<file path="src/rtl/counter_run_ctrl.sv">
// Run sequencer for the up-counter datapath: performs cfg_reps count-to-limit runs separated by idle gaps.
// Optional macro CTRL_ERR_EN adds a sticky err flag for accepted illegal commands; without it err is tied to 0.
module counter_run_ctrl #(
    parameter int WIDTH      = 8,
    parameter int REP_W      = 4,
    parameter int GAP_CYCLES = 2
) (
    input  logic             clk,
    input  logic             rst,
    input  logic             cmd_valid,
    output logic             cmd_ready,
    input  logic [1:0]       cmd_op,
    input  logic [WIDTH-1:0] cfg_limit,
    input  logic [REP_W-1:0] cfg_reps,
    input  logic [WIDTH-1:0] cnt_val,
    output logic             cnt_clr,
    output logic             cnt_en,
    output logic             busy,
    output logic [REP_W-1:0] run_idx,
    output logic             done,
    output logic             err
);

    typedef enum logic [2:0] {IDLE, ARM, RUN, HOLD, GAP, DONE} state_t;

    localparam logic [1:0] OP_START  = 2'b00;
    localparam logic [1:0] OP_STOP   = 2'b01;
    localparam logic [1:0] OP_PAUSE  = 2'b10;
    localparam logic [1:0] OP_RESUME = 2'b11;

    localparam int GAP_W = (GAP_CYCLES > 1) ? $clog2(GAP_CYCLES) : 1;
    localparam logic [GAP_W-1:0] GAP_LAST = GAP_W'(GAP_CYCLES - 1);

    state_t           state;
    state_t           state_nx;
    logic [WIDTH-1:0] limit_q;
    logic [REP_W-1:0] reps_q;
    logic [GAP_W-1:0] gap_cnt;
    logic             accept;
    logic             start_acc;
    logic             run_complete;
    logic             last_run;

    assign cmd_ready    = (state != ARM);
    assign accept       = cmd_valid & cmd_ready;
    assign start_acc    = accept && (cmd_op == OP_START) && (state == IDLE || state == DONE);
    assign run_complete = (state == RUN) && (cnt_val == limit_q);
    assign last_run     = (run_idx == reps_q - REP_W'(1));
    assign cnt_en       = (state == RUN) && (cnt_val != limit_q);

    // STOP has priority over run completion; PAUSE only diverts a run that is still counting.
    always_comb begin
        state_nx = state;
        case (state)
            IDLE: if (start_acc) state_nx = ARM;
            ARM:  state_nx = RUN;
            RUN: begin
                if (accept && cmd_op == OP_STOP)
                    state_nx = IDLE;
                else if (run_complete)
                    state_nx = last_run ? DONE : GAP;
                else if (accept && cmd_op == OP_PAUSE)
                    state_nx = HOLD;
            end
            HOLD: begin
                if (accept && cmd_op == OP_STOP)
                    state_nx = IDLE;
                else if (accept && cmd_op == OP_RESUME)
                    state_nx = RUN;
            end
            GAP: begin
                if (accept && cmd_op == OP_STOP)
                    state_nx = IDLE;
                else if (gap_cnt == GAP_LAST)
                    state_nx = ARM;
            end
            DONE:    state_nx = start_acc ? ARM : IDLE;
            default: state_nx = IDLE;
        endcase
    end

    always_ff @(posedge clk or posedge rst) begin
        if (rst) begin
            state   <= IDLE;
            cnt_clr <= 1'b0;
            busy    <= 1'b0;
            done    <= 1'b0;
            run_idx <= '0;
            limit_q <= '0;
            reps_q  <= '0;
            gap_cnt <= '0;
        end else begin
            state   <= state_nx;
            cnt_clr <= (state_nx == ARM);
            busy    <= (state_nx == ARM) || (state_nx == RUN) ||
                       (state_nx == HOLD) || (state_nx == GAP);
            done    <= (state_nx == DONE);
            gap_cnt <= (state == GAP && state_nx == GAP) ? gap_cnt + 1'b1 : '0;
            if (start_acc) begin
                run_idx <= '0;
                limit_q <= cfg_limit;
                reps_q  <= (cfg_reps == '0) ? REP_W'(1) : cfg_reps;
            end else if (state == RUN && state_nx == GAP) begin
                run_idx <= run_idx + 1'b1;
            end
        end
    end

`ifdef CTRL_ERR_EN
    logic illegal;

    // A PAUSE landing on the completion cycle is dropped as illegal; the run still completes.
    always_comb begin
        illegal = 1'b0;
        if (accept) begin
            case (state)
                IDLE, DONE: illegal = (cmd_op != OP_START);
                RUN:        illegal = (cmd_op == OP_START) || (cmd_op == OP_RESUME) ||
                                      (cmd_op == OP_PAUSE && run_complete);
                HOLD:       illegal = (cmd_op == OP_START) || (cmd_op == OP_PAUSE);
                GAP:        illegal = (cmd_op != OP_STOP);
                default:    illegal = 1'b0;
            endcase
        end
    end

    always_ff @(posedge clk or posedge rst) begin
        if (rst)
            err <= 1'b0;
        else if (start_acc)
            err <= 1'b0;
        else if (illegal)
            err <= 1'b1;
    end
`else
    assign err = 1'b0;
`endif

endmodule

</file>
<file path="config.mk">
export PLATFORM = sky130hd
export DESIGN_NAME = counter_run_ctrl
export DESIGN_NICKNAME = d
export VERILOG_FILES = /design/src/rtl/counter_run_ctrl.sv
export SDC_FILE = /design/constraint.sdc
export NUM_CORES = 1
export LEC_CHECK = 0
export BUFFER_PORTS_ARGS = -buffer_cell sky130_fd_sc_hd__buf_2
export CAP_MARGIN = 20
export CORE_AREA = 2 2 64 60
export CTS_CLUSTER_DIAMETER = 80
export DETAILED_ROUTE_END_ITERATION = 12
export DIE_AREA = 0 0 66 62
export GPL_TIMING_DRIVEN = 0
export PLACE_DENSITY_LB_ADDON = 0.08
export SYNTH_ARGS = -nofsm -noshare
export SYNTH_HDL_FRONTEND = slang
export SYNTH_SLANG_ARGS = --single-unit
</file>
<file path="constraint.sdc">
create_clock -name clk -period 2 [get_ports clk]
set_input_delay 0.2 -clock clk [delete_from_list [all_inputs] [get_ports clk]]
set_output_delay 0.2 -clock clk [all_outputs]
set_load 0.1 [all_outputs]
</file>
======== Word-level counts from Yosys, hierarchy flattened ========
Cells that the tools add are included.
word-level totals
  register bits after elaboration ......... 23
  input bits .............................. 25
  output and inout port bits .............. 10
  word-level logic and storage cells ...... 61
operators by class
  add/subtract/negate cells ............... 3
  eq/ne operators ......................... 17
  mux-type cells .......................... 15
  bitwise operators ....................... 1
  reduce and logical (&&, ||, !) cells .... 17
operators by type and width
  operator                                                                 count
  3-bit two-way mux                                                        8
  3-bit case mux with 6 select lines                                       1
  3-bit by 2-bit equality test with 1-bit output, second input constant    4
  3-bit equality test, second input constant                               4
  4-bit two-way mux                                                        3
  1-bit logical AND                                                        9
  8-bit equality test                                                      1
  8-bit inequality test                                                    1
  3-bit by 1-bit equality test with 1-bit output, second input constant    2
  4-bit by 1-bit adder with 4-bit output, second input constant            1
  2-bit equality test, second input constant                               2
  4-bit equality test                                                      1
  4-bit zero test                                                          1
  1-bit logical OR                                                         4
  4-bit by 1-bit subtractor with 4-bit output, second input constant       1
  3-bit zero test                                                          1
  1-bit two-way mux                                                        3
  3-bit by 1-bit inequality test with 1-bit output, second input constant  1
  2-bit by 1-bit equality test with 1-bit output, second input constant    1
  2-bit zero test                                                          1
  2-bit nonzero test                                                       1
  1-bit adder, second input constant                                       1
  1-bit bitwise AND                                                        1

======== Longest topological paths before layout ========
Gate-level depths: netlist of the first run.
  word-level depth ........................ 11
  gate-level depth with buffers ........... 7
  depth with buffers taken out ............ 7

======== Worst setup path before layout of the first run ========
No wires, ideal clock.
  path kind ............................... register to register
  start point ............................. register state[2]
  end point ............................... register state[0]
  setup time .............................. 0.129 ns
  arrival time ............................ 1.948 ns
  data required time ...................... 1.871 ns
  path slack .............................. -0.076 ns
  stages on the path, launching flop included .. 6
  path buffers ............................ 1
  period minus slack after synthesis ...... 2.076 ns
  cell sequence ........................... dfrtp_1 > buf_2 > nand3b_1 > nand4_1 > a2bb2oi_1 > o31ai_1
on the way
  cells in the longest elaborated chain, start to end .. 7
  elaborated cells between the ends (all ways) .. 24
  classes of those cells .................. eq/ne (6); mux (9); bitwise (1); reduce/logical (8)
ends and longest elaborated chain
  element                                             RTL line  RTL
  from (decl)                                         34        state_t state;
  from (signal assigned)                              93        state <= state_nx;
  3-bit by 1-bit inequality test with 1-bit output *  44        assign cmd_ready = (state != ARM);
  named net cmd_ready                                 11        output logic cmd_ready,
  1-bit bitwise AND *                                 45        assign accept = cmd_valid & cmd_ready;
  1-bit logical AND                                   62        else if (accept && cmd_op == OP_PAUSE)
  3-bit two-way mux                                   62
  3-bit two-way mux                                   60        else if (run_complete)
  3-bit two-way mux                                   58        if (accept && cmd_op == OP_STOP)
  3-bit case mux with 6 select lines *                54        case (state)
  named net state_nx[0]                               35        state_t state_nx;
The timed path passes the listed nets; every way through them passes the cells marked *.
A chain may end at the register's enable or synchronous reset.

======== Final worst setup path of the first run ========
  start point ............................. register limit_q[1]
  end point ............................... output cnt_en
on the way
  cells in the longest elaborated chain, start to end .. 2
ends and longest elaborated chain
  element                 RTL line  RTL
  from (decl)             36        logic [WIDTH-1:0] limit_q;
  from (signal assigned)  101       limit_q <= cfg_limit;
  8-bit inequality test   49        assign cnt_en = (state == RUN) && (cnt_val != limit_q);
  1-bit logical AND       49
  to (decl)               17        output logic cnt_en,
Every way passes these cells.

==> flow_summary.yaml, run 1 <==
yosys:
  async_reset_ff_share_pct: 100
  ys_warn_count: 0
  synth_flop_cell: "dfrtp_1"
  seq_area_frac_synth_pct: 43.9
  synth_nets: 152
  synth_cell_types: 36
  synth_seq_cells: 23
  avgSynthCellArea_um2: 10.5
  netlist_area_um2: 1310
  synthCells: 125
  synth_edf_count: 0
critical_path:
  path_delay_family: "simple AND/OR/NAND/NOR gates"
  cp.required_ps: 1800
  critPathKind: "flip-flop to output port"
  timing.critical_path.buf_inv: 1
  cp-start-kind: "flip-flop"
  setup.worst_path.start: "limit_q[1]$_DFFE_PP0P_"
  timing.rr.start: "reps_q[0]$_DFFE_PP0P_"
  cp.arrival_ps: 1670
  cp_cell_sequence: "xnor2_2 > nand2_1 > nor4_4 > and2b_2 > buf_6"
  crit_fanout: 2
  worstSetupEndpointType: "output port"
  slowest_delay_ps: 410
  cpMaxStageDelayCell: "dfrtp_1"
sta:
  tightestPinTransition_ps: 881
  finClkSkew_ps: 10.3
  fmax_mhz: 534
  setup_slack_ps: 127
  fin_crit_sh_pct: 93.6
  rsz0062_at_grt: "no"
  period_needed_ps: 1870
  hold_ws_ps: 103
  relSlewSlack_pct: 41.2
  setup_violations: 0
  finalHoldViolCount: 0
  finalSetupTns_ps: 0
  drv_slew: 0
job:
  cap_violations: 0
floorplanning:
  rows: 21
  die_y_um: 62
  start_util_pct: 37.2
  core_area_um2: 3520
  fp.dieArea_um2: 4090
  io_pins: 35
  die_x_um: 66
layout:
  final_common_cell: "buf_2"
  n_antenna_cell: 0
  fill_cells: 368
  multi_input_area_um2: 693
  layout-drive-gt1-share_pct: 38.7
  register_area_um2: 576
  final_cell_mix: "buf_2 (35), dfrtp_1 (23), nand2_1 (15), mux2_2 (11), xnor2_1 (9)"
  nNetsFinal: 191
  areaGrowthSynthToFinish_pct: 23.5
cts:
  clock_latency_ps: 260
  cts_buffer_depth: 2
  clkTransAtPathRegs_ps: 90
  cts_tree: "done"
  cts_buffers: 3
  cts.sinks: 23
  cts-root-buf: "clkbuf_8"
  cts-htree-levels: 1
  hold_buffers: 0
run_status:
  status: "complete, no violations"
routing:
  ant_nets: 0
  drtIter0Drc: 32
  vias: 1010
  drc: 0
  first_pass_iters: 4
  wl_mm: 2.60
  wl_per_cell_um: 12.4
  via_per_inst: 4.83
place:
  place_ws_ps: 13.2
  gp_congestion: 0.704
  hpwl_mm: 2.02
  io_buffers: 33
global_routing:
  antenna_found_initial: 0
  grt_pass1_vias: 948
  grt_pass1_wl_mm: 4.30
  overflow: 0
  grt_usage_pct: 14.0
  grt_max_degree: 24
power:
  power_mw: 2.09
  powerDensity_nw_per_um2: 1290
  ir_worst_vdd_uv: 401
  power.leakage_nw: 0.793
min_path:
  worst_hold_path_type: "input port to asynchronous set/reset pin"
[sequential cells by signal, summed over array words and instances, names as in the netlist]
register  count
busy          1
done          1
reps_q        4
cnt_clr       1
state         3
gap_cnt       1
limit_q       8
run_idx       4
[where the power goes]
part,internal (mW),switching [mW],leakage (nW)
logic,0.406,0.662,0.480
registers,0.621,0.109,0.291
clock network,0.142,0.150,0.0228
[per-stage QoR]
| step | area (µm²) | util [%] | instances |
|---|---|---|---|
| 2_1_floorplan | 1320 | - | 125 |
| 3_3_place_gp | 1540 | 43.7 | 204 |
| 3_5_place_dp | 1540 | 43.7 | 204 |
| 4_1_cts | 1590 | 45.3 | 209 |
| 5_1_grt | 1620 | 45.9 | 209 |
| 6_report | 1620 | 45.9 | 209 |
[area by class of cell]
cell class	instances	share of cell area, %
Clock buffer	4	2.78
Timing Repair Buffer	34	11.1
Inverter	4	0.928
Buffer	7	3.25
Multi-Input combinational cell	91	42.8
Tap cell	46	3.56
Sequential cell	23	35.6
[routing by layer]
metal,global-route usage (%),vias to the layer above,share of wire (%)
met4,3.50,0,0.65
met2,23.2,23,49
met5,0,-,0
li1,-,511,-
met3,2.70,2,4.0
met1,19.2,474,46
[cells in the mapped netlist (3+ instances only)]
| cell type | number | area (µm²) |
|---|---|---|
| buf_2 | 4 | 20.0 |
| mux2i_1 | 4 | 40.0 |
| nor2_1 | 4 | 15.0 |
| nor3_1 | 7 | 35.0 |
| dfrtp_1 | 23 | 576 |
| nand4_1 | 5 | 31.3 |
| mux2_2 | 11 | 124 |
| inv_1 | 4 | 15.0 |
| nand2b_1 | 3 | 18.8 |
| xor2_1 | 4 | 35.0 |
| xnor2_1 | 11 | 96.3 |
| nand2_1 | 15 | 56.3 |
[cell families (layout without fill, tap and decap cells)]
logic type / after synthesis / count (layout) / share of synthesized area [%]
simple gates: 46 / 46 / 19.9
flops: 23 / 23 / 43.9
xor+xnor: 15 / 15 / 10.0
mux: 15 / 15 / 12.5
compound gates: 12 / 12 / 6.78
buf+inv: 11 / 49 / 4.68
fa+ha+maj: 2 / 2 / 1.91
other cells: 1 / 1 / 0.286
[final timing paths]
path	end	slack, ps	depth (start not counted)
setup / recovery	cnt_en	130	5
hold / removal	limit_q[4]$_DFFE_PP0P_	100	2
setup reg to reg	run_idx[1]$_DFFE_PP0P_	150	7
hold reg to reg	limit_q[0]$_DFFE_PP0P_	540	1
max in group asynchronous	gap_cnt$_DFF_PP0_	1340	2
min in group clk	limit_q[5]$_DFFE_PP0P_	160	2
[timing repair]
action                                  CTS  global route
pin swaps                                 1             1
resized for setup                         1             4
buffers inserted                          1             0
endpoints found under the setup margin    1             1
Power figures use the tool's default switching activity.
==> inputs of run 2 (changes only) <==
CORE_AREA = 2 2 57 54   (was 2 2 64 60)
DIE_AREA = 0 0 59 56   (was 0 0 66 62)
==> flow_summary.yaml, run 2 (synthesis results as in run 1) <==
global_routing:
  grt_use_met1_pct: 22.3
  overflow: 0
  grt.busiest_layer: "met2"
  grt_usage_pct: 16.4
  grt_max_degree: 24
  grt_pass1_wl_mm: 4.36
  grt_pass1_vias: 1005
  use_met2_pct: 26.5
  gr-usage-met3_pct: 2.33
  antenna_found_initial: 0
cts:
  cts_buffers: 3
  cts_buffer_depth: 2
  clock_latency_ps: 310
  cts-htree-levels: 1
  clkTransAtPathRegs_ps: 130
  cts-root-buf: "clkbuf_4"
  cts_tree: "done"
  cts.sinks: 23
  hold_buffers: 0
critical_path:
  path_delay_family: "simple AND/OR/NAND/NOR gates"
  cp.arrival_ps: 1700
  cp-start-kind: "flip-flop"
  critPathKind: "flip-flop to output port"
  worstSetupEndpointType: "output port"
  crit_fanout: 2
  cp.required_ps: 1800
  cp_cell_sequence: "xnor2_2 > nand2_2 > nor4_4 > and2b_2 > buf_6"
  timing.critical_path.buf_inv: 1
  slowest_delay_ps: 430
  cpMaxStageDelayCell: "dfrtp_1"
layout:
  reg_top3: "limit_q: 8 flops, reps_q: 4 flops, run_idx: 4 flops"
  fin_area_um2: 1600
  top_register: "limit_q"
  final_common_cell: "buf_2"
  n_antenna_cell: 0
  layout-drive-gt1-share_pct: 40.0
  largest_reg_flops: 8
  nNetsFinal: 193
  areaGrowthSynthToFinish_pct: 21.9
  postLayoutCoreUtil_pct: 60.1
  final_cell_mix: "buf_2 (35), dfrtp_1 (23), nand2_1 (14), mux2_2 (11), xnor2_1 (9)"
floorplanning:
  fp.dieArea_um2: 3300
  rows: 18
  die_x_um: 59
  io_pins: 35
  core_area_um2: 2660
  start_util_pct: 49.3
  die_y_um: 56
power:
  powerDensity_nw_per_um2: 1280
  ir_worst_vdd_uv: 578
  power.leakage_nw: 0.796
place:
  io_buffers: 33
  hpwl_mm: 1.91
  post_dp_cell_area_um2: 1520
  gp_congestion: 0.756
sta:
  finClkSkew_ps: 5.39
  tightestPinTransition_ps: 888
  drv_slew: 0
  fmax_mhz: 526
  relSlewSlack_pct: 40.7
  period_needed_ps: 1900
  finalHoldViolCount: 0
  setup_violations: 0
  finalSetupTns_ps: 0
  fin_crit_sh_pct: 95.1
routing:
  via_per_inst: 5.29
  drc: 0
  wl_per_cell_um: 12.9
  first_pass_iters: 4
  ant_nets: 0
  wl_mm: 2.51
  vias: 1031
  drtIter0Drc: 23
min_path:
  worst_hold_path_type: "input port to asynchronous set/reset pin"
run_status:
  status: "complete, no violations"
job:
  cap_violations: 0
## run 2: cell count changes in the layout (fill, tap and decap cells not counted)
| cell | delta |
|---|---|
| buf_4 | +2 |
| clkbuf_8 | -3 |
| nand2_2 | +1 |
| clkbuf_4 | +3 |
| nand2_1 | -1 |
## run 2: power breakdown
group / switching, mW / internal [mW]
clock: 0.139 / 0.0777
combinational: 0.670 / 0.421
sequential: 0.108 / 0.620
total: 0.917 / 1.12
## run 2: timing repair
item | 4_1_cts | 5_1_grt
resized for setup | 2 | 4
setup buffers | 1 | 2
pin swaps | 1 | 7
hold endpoints to repair | 0 | 0
cloned | 0 | 0
setup endpoints to repair | 1 | 1
## run 2: layout make-up
class | instances | area, µm²
multi-input cells | 91 | 696
plain buffers | 7 | 52.6
clock buffers | 4 | 26.3
fillers | 239 | 1060
well taps | 30 | 37.5
flip-flops and latches | 23 | 576
inverters | 4 | 15.0
repair buffers | 36 | 194
## run 2: path summary, 6_finish.rpt
kind | startpoint | endpoint | slack [ps] | cells after the start
setup / recovery | limit_q[1]$_DFFE_PP0P_ | cnt_en | 100 | 5
hold / removal | rst | limit_q[1]$_DFFE_PP0P_ | 60 | 2
setup reg to reg | state[1]$_DFF_PP0_ | limit_q[2]$_DFFE_PP0P_ | 230 | 5
hold reg to reg | limit_q[0]$_DFFE_PP0P_ | limit_q[0]$_DFFE_PP0P_ | 550 | 1
max in group asynchronous | rst | busy$_DFF_PP0_ | 1400 | 2
min in group clk | cfg_limit[1] | limit_q[1]$_DFFE_PP0P_ | 110 | 2
## run 2: stage by stage
| stage | setup WS, ps | cells | power, mW | hold slack [ps] |
|---|---|---|---|---|
| 6_report | 97.4 | 195 | 2.04 | 57.3 |
| 5_1_grt | -16.4 | 195 | 2.18 | 99.0 |
| 4_1_cts | 40.6 | 193 | 2.00 | 85.9 |
| 3_5_place_dp | 33.4 | 188 | 1.77 | 433 |
| 3_3_place_gp | 56.8 | 188 | 1.73 | 414 |
| 2_1_floorplan | 4.77 | 125 | 1.58 | 202 |
## run 2: layer usage
metal / vias up / part of all wire (%)
met5: - / 0
met4: 0 / 1.2
met3: 4 / 4.1
met2: 26 / 48
met1: 488 / 46
li1: 513 / -
==> inputs of run 3 (changes only) <==
CORE_AREA = 2 2 55 52   (was 2 2 57 54)
CTS_BUF_LIST = sky130_fd_sc_hd__clkbuf_4 sky130_fd_sc_hd__clkbuf_8   (was unset)
DIE_AREA = 0 0 57 54   (was 0 0 59 56)
==> flow_summary.yaml, run 3 (synthesis results as in run 1) <==
critical_path:
  ff2ff_setup_slack_ps: 270
  crit_fanout: 2
  worstSetupEndpointType: "output port"
  cp.arrival_ps: 1730
  slowest_delay_ps: 410
  reg2reg_to: "limit_q[1]$_DFFE_PP0P_"
  cp-start-kind: "flip-flop"
  cp.required_ps: 1800
  cpMaxStageDelayCell: "dfrtp_1"
  timing.rr.start: "state[1]$_DFF_PP0_"
  critPathKind: "flip-flop to output port"
  cp_cell_sequence: "xnor2_1 > nand2_1 > nor4_4 > and2b_2 > buf_6"
  ff2ff_path_depth: 5
layout:
  nNetsFinal: 193
  final_cell_mix: "buf_2 (35), dfrtp_1 (23), nand2_1 (15), xnor2_1 (11), mux2_2 (11)"
  fill_cells: 226
  reg_top3: "limit_q: 8 flops, reps_q: 4 flops, run_idx: 4 flops"
  areaGrowthSynthToFinish_pct: 20.6
  top_register: "limit_q"
  register_area_um2: 576
  largest_reg_flops: 8
  instances_no_fill: 195
  final_common_cell: "buf_2"
  n_antenna_cell: 0
  layout-drive-gt1-share_pct: 38.8
  fin_area_um2: 1580
  multi_input_area_um2: 678
floorplanning:
  fp.dieArea_um2: 3080
  die_y_um: 54
  start_util_pct: 51.0
  core_area_um2: 2570
  rows: 18
  die_x_um: 57
  io_pins: 35
place:
  io_buffers: 33
  dp_cells: 188
  post_dp_cell_area_um2: 1520
  gp_congestion: 0.746
  place_ws_ps: 33.1
  hpwl_mm: 1.94
global_routing:
  grt_max_degree: 24
  grt_pass1_vias: 994
  grt_usage_pct: 18.2
  grt_pass1_wl_mm: 4.35
  antenna_found_initial: 0
  overflow: 0
cts:
  cts_tree: "done"
  clock_latency_ps: 310
  cts.sinks: 23
  clkTransAtPathRegs_ps: 130
  cts-root-buf: "clkbuf_4"
  cts-htree-levels: 1
  cts_buffers: 3
  cts_buffer_depth: 2
sta:
  finClkSkew_ps: 0.868
  period_needed_ps: 1930
  drv_slew: 0
  fin_crit_sh_pct: 96.7
  tightestPinTransition_ps: 881
  finalHoldViolCount: 0
  fmax_mhz: 517
  setup_slack_ps: 66.3
  setup_violations: 0
  relSlewSlack_pct: 41.2
run_status:
  status: "complete, no violations"
power:
  power_mw: 2.03
  power.leakage_nw: 0.786
  powerDensity_nw_per_um2: 1280
  ir_worst_vdd_uv: 731
routing:
  wl_per_cell_um: 13.2
  drc: 0
  wl_mm: 2.57
  drtIter0Drc: 7
  ant_nets: 0
  vias: 1041
  via_per_inst: 5.34
  first_pass_iters: 4
min_path:
  worst_hold_path_type: "input port to asynchronous set/reset pin"
job:
  cap_violations: 0
## run 3: timing repair
item	4_1_cts	5_1_grt
setup endpoints to repair	1	1
buffers inserted	1	2
hold endpoints to repair	0	0
pin swaps	1	1
resized for setup	2	1
hold buffers	0	0
## run 3: worst max path at each step
stage | from | endpoint | cells after the start
2_1_floorplan | state[2]$_DFF_PP0_ | state[0]$_DFF_PP0_ | 5
3_3_place_gp | limit_q[2]$_DFFE_PP0P_ | cnt_en | 5
3_5_place_dp | limit_q[2]$_DFFE_PP0P_ | cnt_en | 5
4_1_cts | limit_q[7]$_DFFE_PP0P_ | cnt_en | 5
5_1_grt | limit_q[7]$_DFFE_PP0P_ | cnt_en | 5
6_report | limit_q[7]$_DFFE_PP0P_ | cnt_en | 5
## run 3: layer usage
layer | GRT usage, % | vias to the layer above | part of all wire (%)
met5 | 0 | - | 0
met4 | 6.20 | 0 | 0.58
met3 | 3.37 | 2 | 4.5
met2 | 32.8 | 26 | 49
met1 | 22.2 | 497 | 46
li1 | - | 516 | -
## run 3: report_power, final
group	internal, mW	leakage (nW)	total, mW	switching, mW
sequential	0.620	0.291	0.718	0.0984
clock	0.0747	0.0177	0.220	0.145
combinational	0.417	0.478	1.09	0.671
## run 3: final cells by class
cell class              count  share of cell area, %
repair buffers             36                   12.3
plain buffers               7                   3.33
well taps                  30                   2.38
inverters                   4                  0.950
clock buffers               3                   1.43
flip-flops and latches     23                   36.4
clock inverters             1                  0.317
multi-input cells          91                   42.9
## run 3: stage by stage
step	util (%)	hold slack, ps	setup TNS [ps]
finish	61.5	49.1	0
global route	61.5	93.6	-14.5
CTS	60.8	81.7	0
detailed placement	59.2	436	0
global placement	59.2	417	0
floorplan	-	202	0
## run 3: worst max-delay path, delay by kind of cell (launching register included)
family | cells | cell delay [ps]
flops | 1 | 410
buf+inv | 1 | 180
simple gates | 3 | 670
xor+xnor | 1 | 160
